## src/rtl/ledg_fader.sv

```systemverilog
// LED afterglow fader.
// Each channel snaps to full brightness while its raw input is high. Once the
// input drops, the channel decays one level per fade tick. The output is a
// PWM drive whose duty cycle follows the channel level. All channels share one
// PWM counter and one fade prescaler, but their levels are independent.
module ledg_fader #(
    parameter int unsigned N_LED    = 10,
    parameter int unsigned PWM_BITS = 4,
    // Number of PWM periods per one-step decay. Must be in 1..65535.
    parameter int unsigned FADE_DIV = 1024
) (
    input  logic             iCLK,
    input  logic             iRST,
    input  logic [N_LED-1:0] iLED,
    input  logic             iEN,
    output logic [N_LED-1:0] oLED,
    output logic             oACTIVE
);

    localparam logic [PWM_BITS-1:0] LVL_MAX   = {PWM_BITS{1'b1}};
    localparam logic [15:0]         FADE_LAST = 16'(FADE_DIV - 1);

    // Synchronizer stages for the raw LED pattern.
    logic [N_LED-1:0] s1;
    logic [N_LED-1:0] s2;

    // Free-running PWM phase and the fade prescaler.
    logic [PWM_BITS-1:0] pwm_cnt;
    logic                pwm_wrap;
    logic [15:0]         fade_cnt;
    logic [15:0]         fade_cnt_next;
    logic                fade_tick;

    // Per-channel brightness levels.
    logic [N_LED-1:0][PWM_BITS-1:0] lvl;
    logic [N_LED-1:0][PWM_BITS-1:0] lvl_next;

    logic [N_LED-1:0] led_next;
    logic             active_next;

    // Two-flop synchronizer: iLED is asynchronous to iCLK.
    always_ff @(posedge iCLK or posedge iRST) begin
        if (iRST) begin
            s1 <= '0;
            s2 <= '0;
        end else begin
            s1 <= iLED;
            s2 <= s1;
        end
    end

    // PWM counter runs every clock, even while disabled, so the PWM phase
    // stays continuous across enable changes.
    always_ff @(posedge iCLK or posedge iRST) begin
        if (iRST) begin
            pwm_cnt <= '0;
        end else begin
            pwm_cnt <= pwm_cnt + 1'b1;
        end
    end

    assign pwm_wrap = (pwm_cnt == LVL_MAX);

    // Fade prescaler: counts PWM periods while enabled; the tick fires on the
    // last clock of the FADE_DIV-th period and the count wraps back to zero.
    always_comb begin
        fade_tick     = pwm_wrap && iEN && (fade_cnt == FADE_LAST);
        fade_cnt_next = fade_cnt;
        if (pwm_wrap && iEN) begin
            fade_cnt_next = fade_tick ? 16'd0 : fade_cnt + 16'd1;
        end
    end

    // Prescaler register; holds its value while iEN is low.
    always_ff @(posedge iCLK or posedge iRST) begin
        if (iRST) begin
            fade_cnt <= '0;
        end else begin
            fade_cnt <= fade_cnt_next;
        end
    end

    // Level update: a live input reloads full brightness and wins over a
    // coincident fade tick; decay saturates at zero. Loads ignore iEN.
    always_comb begin
        lvl_next = lvl;
        for (int i = 0; i < int'(N_LED); i++) begin
            if (s2[i]) begin
                lvl_next[i] = LVL_MAX;
            end else if (fade_tick && (lvl[i] != '0)) begin
                lvl_next[i] = lvl[i] - 1'b1;
            end
        end
    end

    // Level registers.
    always_ff @(posedge iCLK or posedge iRST) begin
        if (iRST) begin
            lvl <= '0;
        end else begin
            lvl <= lvl_next;
        end
    end

    // PWM compare: full level is solid on, otherwise on for the first lvl
    // clocks of each period; everything blanks while disabled.
    always_comb begin
        led_next = '0;
        for (int i = 0; i < int'(N_LED); i++) begin
            led_next[i] = iEN && ((lvl[i] == LVL_MAX) || (pwm_cnt < lvl[i]));
        end
        active_next = |lvl;
    end

    // Registered outputs.
    always_ff @(posedge iCLK or posedge iRST) begin
        if (iRST) begin
            oLED    <= '0;
            oACTIVE <= 1'b0;
        end else begin
            oLED    <= led_next;
            oACTIVE <= active_next;
        end
    end

endmodule

```

## config.mk

```make
export PLATFORM = sky130hd
export DESIGN_NAME = ledg_fader
export DESIGN_NICKNAME = d
export VERILOG_FILES = /design/src/rtl/ledg_fader.sv
export SDC_FILE = /design/constraint.sdc
export NUM_CORES = 1
export LEC_CHECK = 0
export CAP_MARGIN = 20
export CORE_MARGIN = 5
export CORE_UTILIZATION = 39
export CTS_BUF_LIST = sky130_fd_sc_hd__clkbuf_8 sky130_fd_sc_hd__clkbuf_16
export CTS_CLUSTER_SIZE = 14
export DETAILED_ROUTE_END_ITERATION = 8
export PLACE_DENSITY_LB_ADDON = 0.3
export SYNTH_ARGS = -nofsm -noshare
export SYNTH_HDL_FRONTEND = slang
export SYNTH_SLANG_ARGS = --single-unit
```

## constraint.sdc

```tcl
create_clock -name iCLK -period 4 [get_ports iCLK]
set_input_delay 0.8 -clock iCLK [delete_from_list [all_inputs] [get_ports iCLK]]
set_output_delay 0.8 -clock iCLK [all_outputs]
set_load 0.02 [all_outputs]
```

Word level (Yosys, flattened, before mapping)
Index checks and enable logic that the tools add are counted.

storage, ports and cells
  output and inout port bits = 11
  bits in read-only memories = 0
  input bits = 13
  logic and storage cells = 124
  memories = 0
  bits in latches = 0
  memory bits (writable) = 0
  register bits = 91

cells by class
  equal/unequal tests = 12
  shift operators = 0
  muxes and demuxes = 21
  bitwise gates (word level) = 0
  multiply operators = 0
  div/mod/pow operators = 0
  $add $sub $neg = 12
  order comparisons = 10
  reduce and logical (&&, ||, !) cells = 53

operators by type and width
  kind                                               count
  2-to-1 mux 4 bit                                   20
  == test 4 bit (second input constant)              11
  < comparator 4 bit                                 10
  nonzero test 4 bit                                 10
  OR reduction 40 bit                                1
  subtractor 4 x 1 -> 4 bit (second input constant)  10
  logical AND 1 bit                                  22
  nonzero test 2 bit                                 10
  adder 16 x 1 -> 16 bit (second input constant)     1
  == test 16 x 10 -> 1 bit (second input constant)   1
  2-to-1 mux 16 bit                                  1
  logical OR 1 bit                                   10
  adder 4 x 1 -> 4 bit (second input constant)       1

Depth between registers and ports, before layout
Gate-level depths: netlist of run 1.

  word-level depth = 6
  mapped depth = 7
  mapped depth without buffers = 6

Least setup slack after synthesis of run 1
OpenSTA, ideal clock, no wires.

  path type = register -> register
  start point = register pwm_cnt[1]
  end point = register lvl[5] (netlist name)
  data required time = 3.875 ns
  buffers on the path = 2
  path slack = 1.752 ns
  stages on the path, launching flop included = 8
  arrival time = 2.122 ns
  path through = dfrtp_1 > ha_1 > nand4_4 > or4_1 > buf_2 > buf_6 > nor4_1 > o21ai_1

on the way
  longest elaborated chain between the ends = 5

RTL lines
  what                                 RTL line  source
  start, declared                      28        logic [PWM_BITS-1:0] pwm_cnt;
  start signal, assigned               58        pwm_cnt <= pwm_cnt + 1'b1;
  == test 4 bit                        62        assign pwm_wrap = (pwm_cnt == LVL_MAX);
  logical AND 1 bit (2 in series)      67        fade_tick = pwm_wrap && iEN && (fade_cnt == FADE_LAST);
  logical AND 1 bit                    90        end else if (fade_tick && (lvl[i] != '0)) begin
  nonzero test 2 bit (no source line)  n/a
  end signal, assigned                 101       lvl <= lvl_next;
  end, declared                        35        logic [N_LED-1:0][PWM_BITS-1:0] lvl;

No other way between the ends.
A chain may end at the register's enable or synchronous reset.

Final worst setup path of run 1
  start point = input port iEN
  end point = register lvl[1] (netlist name)

on the way
  longest elaborated chain between the ends = 4

RTL lines
  what                                 RTL line  source
  start, declared                      15        input logic iEN,
  logical AND 1 bit (2 in series)      67
  logical AND 1 bit                    90
  nonzero test 2 bit (no source line)  n/a

No other way between the ends.

==> results of run 1 <==
-- Yosys cell counts (3+ instances only) --
cell type	number
and4_1	15
xnor2_1	12
clkbuf_1	9
a21oi_1	7
nor3b_1	5
nand3_1	32
or3_1	4
nand2b_1	10
o21ai_0	23
a21o_1	21
inv_1	53
nand4_1	8
buf_6	4
nor4_1	8
o21ai_1	7
nand2_1	31
dfrtp_1	91
and3_1	11
nor4_2	4
ha_1	62
buf_2	3
a41oi_1	7
a31oi_1	26
a221o_1	7
nor2_1	16
nor3_1	13
-- stage by stage --
| step | hold WS [ns] | std cells |
|---|---|---|
| final | 0.347 | 721 |
| after global routing | 0.353 | 721 |
| after CTS | 0.350 | 721 |
| after detailed placement | 0.336 | 705 |
| after global placement | 0.332 | 705 |
| after floorplan | 0.331 | 513 |
-- final timing paths --
kind	depth (start not counted)	to	slack (ns)
max	6	lvl[1]	1.24
min	0	s2[6]	0.35
max reg2reg	6	lvl[1]	1.58
min reg2reg	0	s2[6]	0.35
max in group asynchronous	3	fade_cnt[11]	2.31
min in group asynchronous	2	s1[1]	0.99
-- per-layer routing --
layer / global-route usage [%] / up-vias / routed length [um]
met2: 24.4 / 98 / 5220
met3: 5.04 / 21 / 736
met4: 5.30 / 0 / 264
li1: - / 1912 / -
met5: 0 / - / 0
met1: 21.0 / 1951 / 5430
-- power by group through the flow --
stage               Sequential, mW  Clock (mW)  Combinational [mW]
detailed placement           0.964           0              0.0702
global route                 0.948       0.936              0.0762
global placement             0.964           0              0.0693
CTS                          0.947       0.887              0.0699
floorplan                    0.968           0              0.0260
finish                       0.947       0.865              0.0668
-- flip-flops by register name, summed over array words and instances (netlist names) --
register	flops
fade_cnt	16
pwm_cnt	4
oACTIVE	1
s1	10
lvl	40
oLED	10
s2	10
-- final cells by class --
| type | instances | area, sq um | share of cell area, % |
|---|---|---|---|
| Clock buffer | 9 | 225 | 3.78 |
| Clock inverter | 7 | 76.3 | 1.28 |
| Inverter | 53 | 201 | 3.38 |
| Multi-Input combinational cell | 351 | 2650 | 44.5 |
| Sequential cell | 91 | 2280 | 38.2 |
| Tap cell | 176 | 220 | 3.69 |
| Timing Repair Buffer | 34 | 313 | 5.24 |
-- cells by family after synthesis --
group | share of synthesized area [%]
muxes | 0.191
xor gates and xnor gates | 2.34
and+or+nand+nor | 19.6
adders and majority gates | 14.8
DFF | 43.5
buffers and inverters | 5.88
AOI/OAI and AO/OA | 13.7
-- worst max-delay path, delay by kind of cell --
| family | cells | cell delay [ns] |
|---|---|---|
| compound gates | 1 | 0.11 |
| buf+inv | 2 | 0.80 |
| simple gates | 3 | 1.28 |
-- cell usage in the layout (no fill, tap or decap), drive strengths merged, types with 10 or more instances in the layout --
master          n
clkdlybuf4s50  23
and3           11
a31oi          26
o21ai          30
nand2          31
a21o           21
buf            11
xnor2          12
nor2           17
nand3          32
inv            55
nor4           14
nand2b         10
dfrtp          91
and4           15
nor3           14
ha             62
==> flow_summary_export.csv, run 1 <==
group,metric,value,unit
status,status,"finished, final reports clean",
power_and_ir_drop,pwr-share-comb,3.6,%
cts,post-cts-setup-buffers,0,
yosys,synth.area.top_cells,"dfrtp_1 (43%), ha_1 (15%), inv_1 (3.8%)",
timing,rsz0062_at_grt,"false",
placed_design,place_hpwl,8050,um
floorplan,die_y,126,um
timing,drv_slew,0,
setup_path,critPathRequiredTime,4.23,ns
detailed_routing,drtAntennaViolNets,0,
power_and_ir_drop,p_per_area,315,mW/mm^2
detailed_routing,viasPerCell,5.52,
placed_design,pre_cts_slack,0.872,ns
power_and_ir_drop,p_sw_share,22.7,%
setup_path,cp_cell_sequence,"clkdlybuf4s50_1, nand4_4, or4_1, buf_4, nor4b_2, o21ai_1",
cells_and_area,area_growth_syn_to_layout,13.9,%
cells_and_area,final_util,45.2,%
global_route,grt_antenna_before_repair,0,
cts,cts.sinks,91,
global_route,grt_pass1_vias,4077,
floorplan,rows,42,
timing,fin_ws,1.24,ns
timing,hold_viol,0,
power_and_ir_drop,p_clk_share,46.0,%
timing,min_period,2.76,ns
cells_and_area,postLayoutCellArea,0.00596,sq mm
cts,post_cts_resized,0,
floorplan,die_area,0.0158,sq mm
setup_path,r2r-start,"pwm_cnt[0]",
detailed_routing,drc_errors,0,
cts,cts_root_buf,"clkbuf_16",
yosys,synth.cell_area,0.00524,sq mm
yosys,yosysSeqAreaShare,43.5,%
floorplan,initial_core_util,39.7,%
yosys,synth-edff-count,0,
global_route,grt_start_max_net_pins,71,
timing,max_clock_freq,362,MHz
cts,clk_pin_slew_worst_paths,0.07,ns
yosys,async_reset_ff_share,100,%
detailed_routing,wirelength,11600,um
yosys,synth.avg_cell_area,10.2,sq um
detailed_routing,via_count,3982,
cells_and_area,fill_cells,1216,
timing,slew_headroom,42.1,%
timing,worstMarginPinSlew,0.869,ns
power_and_ir_drop,power,1.88,mW
job,drv_cap,0,
yosys,yosysTopAreaCell,"dfrtp_1",
cells_and_area,final_layout_size_suffix_gt1_share,7.89,%
timing,clock_skew,0.00870,ns
placed_design,placed_area,0.00566,sq mm
cts,cts.path.max_buffers,2,
cells_and_area,layout.nets,615,
cts,holdBufCountCts,0,
global_route,grtUsageTotal,15.7,%
cts,cts_buffers,9,
yosys,ys_ff_latch,91,
power_and_ir_drop,p_leak,3.16,nW
placed_design,gp_congestion,0.844,
yosys,ys_types,45,
floorplan,fp.coreArea,0.0132,sq mm
floorplan,io_pins,24,
placed_design,io_buffers,23,
detailed_routing,drtPass1Iterations,4,
power_and_ir_drop,p_int,1.45,mW
global_route,grt_pass1_wl,20300,um
power_and_ir_drop,sequentialPowerShare,50.4,%
detailed_routing,drt_iter0_drc,312,
setup_path,path_class,"primary input to register",
cells_and_area,diodes,0,
setup_path,slowest_delay,0.78,ns
setup_path,crit_arrival,2.99,ns
setup_path,slowest_stage,"or4_1",
timing,fin_tns_setup,0,ns
worst_hold_path,hp-start,"s1[6]",
cts,cts_tree,"done",
global_route,overflow,0,
timing,fin_crit_sh,69.0,%
setup_path,crit_path_start,"iEN",
setup_path,crit_fanout,10,
setup_path,cp-end-kind,"register",
floorplan,die_x,126,um
yosys,yosysTopAreaCellShare,43.5,%
setup_path,worstSetupStartpointType,"primary input",
yosys,synth_fp_nets,588,
yosys,yosys_warnings,0,
cts,cts.htree.levels,3,
detailed_routing,wl_per_cell,16.2,um
cts,clkLatencyLatePin,0.35,ns
power_and_ir_drop,vdd_ir_drop_max,0.215,mV
yosys,synth_cells,513,
timing,setup-violations-final,0,
yosys,synth_ff_type,"dfrtp_1",
worst_hold_path,hp-class,"register to register",
power_and_ir_drop,power.switching,426,uW
(Power assumes the default switching activity.)
==> run 2, diff against run 1 <==
- clock period: 4 -> 2.8 ns (I/O delays scaled with it)
==> flow_summary_export.csv, run 2 (synthesis results as in run 1) <==
group,metric,value,unit
timing,slew_headroom,54.2,%
global_route,overflow,0,
global_route,grt_start_max_net_pins,32,
timing,setup-violations-final,0,
timing,min_period,2.25,ns
global_route,grt_pass1_wl,20300,um
setup_path,crit_arrival,2.51,ns
floorplan,fp.coreArea,0.0132,sq mm
power_and_ir_drop,p_per_area,467,mW/mm^2
cells_and_area,largest_reg_flops,40,
cts,cts.sinks,91,
floorplan,initial_core_util,39.7,%
cells_and_area,final_util,46.4,%
timing,clock_skew,0.00762,ns
cts,cts_root_buf,"clkbuf_16",
placed_design,place_hpwl,8460,um
cts,post-cts-setup-buffers,0,
floorplan,die_x,126,um
detailed_routing,drt_iter0_drc,233,
job,drv_cap,0,
global_route,grt_pass1_vias,4179,
placed_design,dp_cells,712,
status,status,"finished, final reports clean",
cts,cts_buffers,9,
placed_design,gp_congestion,0.863,
global_route,grtUsageTotal,15.9,%
cells_and_area,layout_common_cells,"dfrtp_1 (91), ha_1 (62), inv_1 (53), nand3_1 (32), nand2_1 (31)",
worst_hold_path,hp-class,"register to register",
placed_design,io_buffers,23,
detailed_routing,drtAntennaViolNets,0,
detailed_routing,via_count,4052,
cells_and_area,area_growth_syn_to_layout,16.9,%
cells_and_area,regArea,0.00228,sq mm
setup_path,worstSetupStartpointType,"primary input",
timing,worstMarginPinSlew,0.686,ns
cells_and_area,top_regs,"lvl (40), fade_cnt (16)",
cts,cts.htree.levels,3,
timing,fin_crit_sh,80.3,%
cells_and_area,layout.cells.most_common,"dfrtp_1",
cells_and_area,layout.nets,622,
setup_path,crit_fanout,26,
floorplan,io_pins,24,
setup_path,path_class,"primary input to register",
detailed_routing,drc_errors,0,
cts,post_cts_resized,0,
global_route,grt_antenna_before_repair,0,
setup_path,reg2reg_depth,5,
cells_and_area,final_layout_size_suffix_gt1_share,8.88,%
detailed_routing,wl_per_cell,16.5,um
cts,clkLatencyLatePin,0.35,ns
timing,fin_tns_setup,0,ns
detailed_routing,drtPass1Iterations,7,
cts,cts_tree,"done",
power_and_ir_drop,p_leak,3.24,nW
floorplan,die_y,126,um
setup_path,cp-end-kind,"register",
worst_hold_path,hold_depth,0,
timing,rsz0062_at_grt,"false",
cells_and_area,fill_cells,1195,
cts,cts.path.max_buffers,2,
detailed_routing,wirelength,12000,um
power_and_ir_drop,vdd_ir_drop_max,0.267,mV
cells_and_area,fin_cells,728,
cells_and_area,multi_input_area,0.00265,sq mm
setup_path,critPathRequiredTime,3.06,ns
floorplan,die_area,0.0158,sq mm
timing,max_clock_freq,445,MHz
timing,drv_slew,0,
floorplan,rows,42,
power_and_ir_drop,power,2.86,mW
cells_and_area,regMostFlops,"lvl",
cells_and_area,diodes,0,
detailed_routing,viasPerCell,5.57,
cts,clk_pin_slew_worst_paths,0.06,ns
timing,hold_viol,0,
timing,timing.hold.ws,0.345,ns
setup_path,rrSetupSlack,0.64,ns
cts,holdBufCountCts,0,
==> run 2: changes by cell type in the layout (fill, tap and decap cells not counted) <==
cell / change
buf_4: +2
inv_6: -2
clkinv_2: +1
inv_4: -1
clkbuf_8: +1
clkinv_4: -1
inv_1: +1
bufinv_16: +2
clkinvlp_4: -1
buf_12: +5
==> run 2: critical path, stage by stage <==
cell	delay (ns)
clkdlybuf4s50_1	0.53
nand4_4	0.11
buf_4	0.19
nor4_4	0.40
buf_12	0.22
buf_4	0.18
a41oi_1	0.12
o21ai_0	0.20
==> run 2: where the power goes <==
| part | internal, mW | switching, mW | total (mW) |
|---|---|---|---|
| Combinational | 0.0437 | 0.0590 | 0.103 |
| Clock | 0.890 | 0.510 | 1.40 |
| Sequential | 1.34 | 0.0133 | 1.35 |
==> run 2: layout make-up <==
type	count	area share, %
Inverter	53	3.31
Clock inverter	6	1.70
Multi-Input combinational cell	351	43.3
Sequential cell	91	37.2
Clock buffer	10	3.90
Tap cell	176	3.60
Timing Repair Buffer	41	6.99
==> run 2: stage by stage <==
stage / setup slack, ns / instance area, sq um
2_1_floorplan: 0.552 / 5240
3_3_place_gp: 0.247 / 5780
3_5_place_dp: 0.203 / 5780
4_1_cts: 0.564 / 6120
5_1_grt: 0.480 / 6120
6_report: 0.551 / 6120
==> run 2: worst paths after layout <==
path	start	end
setup reg to reg	fade_cnt[10]	lvl[22]
max in group asynchronous	iRST	oLED[9]
min in group asynchronous	iRST	lvl[2]
setup / recovery	iEN	lvl[14]
hold reg to reg	s1[7]	s2[7]
hold / removal	s1[7]	s2[7]
==> run 2: routing by layer <==
| metal | vias to the layer above | share of wire [%] | wire (um) | GRT usage [%] |
|---|---|---|---|---|
| met1 | 1982 | 45 | 5360 | 20.3 |
| li1 | 1924 | - | - | - |
| met3 | 23 | 5.2 | 626 | 4.15 |
| met4 | 0 | 2.3 | 274 | 5.68 |
| met2 | 123 | 48 | 5770 | 26.2 |
| met5 | - | 0 | 0 | 0 |
==> run 3, diff against run 2 <==
- clock period: 2.8 -> 2.3 ns (I/O delays scaled with it)
==> flow_summary_export.csv, run 3 (synthesis results as in run 1) <==
group,metric,value,unit
timing,clock_skew,0.00793,ns
timing,max_clock_freq,481,MHz
detailed_routing,viasPerCell,5.53,
floorplan,die_y,126,um
status,status,"finished, final reports clean",
timing,hold_viol,0,
cells_and_area,area_growth_syn_to_layout,16.5,%
cells_and_area,top_regs,"lvl (40), fade_cnt (16)",
power_and_ir_drop,pwr-share-comb,3.6,%
setup_path,path_class,"register to register",
timing,setup-violations-final,0,
global_route,grtUsageTotal,15.5,%
power_and_ir_drop,power.switching,726,uW
cts,cts_buffers,9,
cells_and_area,diodes,0,
setup_path,critPathRequiredTime,2.52,ns
worst_hold_path,hp-class,"register to register",
detailed_routing,drc_errors,0,
detailed_routing,drt_iter0_drc,436,
global_route,overflow,0,
cells_and_area,regMostFlops,"lvl",
cts,clk_pin_slew_worst_paths,0.07,ns
timing,fin_tns_setup,0,ns
floorplan,fp.coreArea,0.0132,sq mm
timing,worstMarginPinSlew,0.606,ns
cts,cts.path.max_buffers,2,
global_route,met1_usage,19.7,%
cells_and_area,largest_reg_flops,40,
setup_path,worstSetupStartpointType,"register",
power_and_ir_drop,p_sw_share,22.2,%
timing,min_period,2.08,ns
setup_path,cp-end-kind,"register",
power_and_ir_drop,p_leak,3.24,nW
job,drv_cap,0,
placed_design,dp_cells,718,
cts,clkLatencyLatePin,0.34,ns
detailed_routing,wirelength,11900,um
floorplan,die_area,0.0158,sq mm
power_and_ir_drop,sequentialPowerShare,50.2,%
floorplan,die_x,126,um
detailed_routing,drtPass1Iterations,5,
placed_design,place_hpwl,7990,um
global_route,use_met2,25.1,%
timing,slew_headroom,59.2,%
detailed_routing,via_count,4061,
setup_path,crit_arrival,2.30,ns
detailed_routing,wl_per_cell,16.2,um
cts,holdBufCountCts,0,
placed_design,gp_congestion,0.818,
floorplan,initial_core_util,39.7,%
global_route,grt_antenna_before_repair,0,
global_route,grt_pass1_wl,19800,um
detailed_routing,drtAntennaViolNets,0,
floorplan,io_pins,24,
power_and_ir_drop,p_per_area,537,mW/mm^2
placed_design,io_buffers,23,
global_route,top_usage_layer,"met2",
power_and_ir_drop,p_int,2.55,mW
cells_and_area,layout.cells.most_common,"dfrtp_1",
power_and_ir_drop,p_clk_share,46.2,%
setup_path,reg2reg_depth,5,
global_route,grt_pass1_vias,4041,
floorplan,rows,42,
cts,cts_tree,"done",
setup_path,rrSetupSlack,0.22,ns
power_and_ir_drop,vdd_ir_drop_max,0.340,mV
cells_and_area,layout_common_cells,"dfrtp_1 (91), ha_1 (62), inv_1 (52), nand3_1 (32), nand2_1 (31)",
worst_hold_path,hold_depth,0,
timing,fin_crit_sh,90.4,%
cts,cts.sinks,91,
setup_path,crit_fanout,12,
cells_and_area,fin_cells,734,
global_route,grt_start_max_net_pins,88,
timing,drv_slew,0,
cells_and_area,layout.nets,628,
timing,rsz0062_at_grt,"false",
cts,cts_root_buf,"clkbuf_16",
cts,post-cts-setup-buffers,0,
cells_and_area,final_layout_size_suffix_gt1_share,10.0,%
global_route,use_met3,2.92,%
cts,cts.htree.levels,3,
cts,post_cts_resized,0,
-- run 3: cell types whose count changed in the layout (fill, tap and decap cells not counted), sizes merged --
cell    delta
bufinv     -2
clkinv     +2
buf        +6
-- run 3: cell type report --
type | instances | area (sq um)
tap | 176 | 220
fill | 1216 | 7090
clock inverter | 6 | 62.6
clock buffer | 10 | 239
inverter | 53 | 203
multi-input combinational | 351 | 2650
sequential | 91 | 2280
timing repair buffer | 47 | 448
-- run 3: final timing paths --
check                             start  endpoint
max in group asynchronous          iRST    lvl[6]
min reg2reg                       s1[1]     s2[1]
min in group asynchronous          iRST    lvl[0]
max reg2reg                fade_cnt[10]    lvl[9]
max                        fade_cnt[10]    lvl[9]
min                               s1[1]     s2[1]
-- run 3: power by group through the flow --
stage	combinational (mW)	clock, mW	sequential (mW)
finish	0.118	1.51	1.65
global route	0.133	1.62	1.65
CTS	0.123	1.56	1.65
detailed placement	0.123	0	1.68
global placement	0.121	0	1.68
floorplan	0.0456	0	1.68
-- run 3: layer usage --
layer / vias up / wire length, um
met1: 2002 / 5380
li1: 1940 / -
met3: 30 / 404
met5: - / 0
met2: 89 / 5740
met4: 0 / 401
-- run 3: critical path, cell delays in order, from the launching register on --
cell	delay [ns]
dfrtp_1	0.42
or4_4	0.63
nor3_4	0.21
buf_4	0.23
nand3_1	0.11
a221o_1	0.36
-- run 3: metrics by stage --
| stage | area [sq um] | worst slack [ns] | power [mW] | hold slack (ns) | utilization (%) |
|---|---|---|---|---|---|
| 2_1_floorplan | 5240 | 0.0524 | 1.73 | 0.331 | - |
| 3_3_place_gp | 5800 | -0.101 | 1.80 | 0.331 | 44.0 |
| 3_5_place_dp | 5800 | -0.118 | 1.80 | 0.335 | 44.0 |
| 4_1_cts | 6100 | 0.239 | 3.33 | 0.348 | 46.3 |
| 5_1_grt | 6100 | 0.114 | 3.41 | 0.355 | 46.3 |
| 6_report | 6100 | 0.221 | 3.28 | 0.347 | 46.3 |
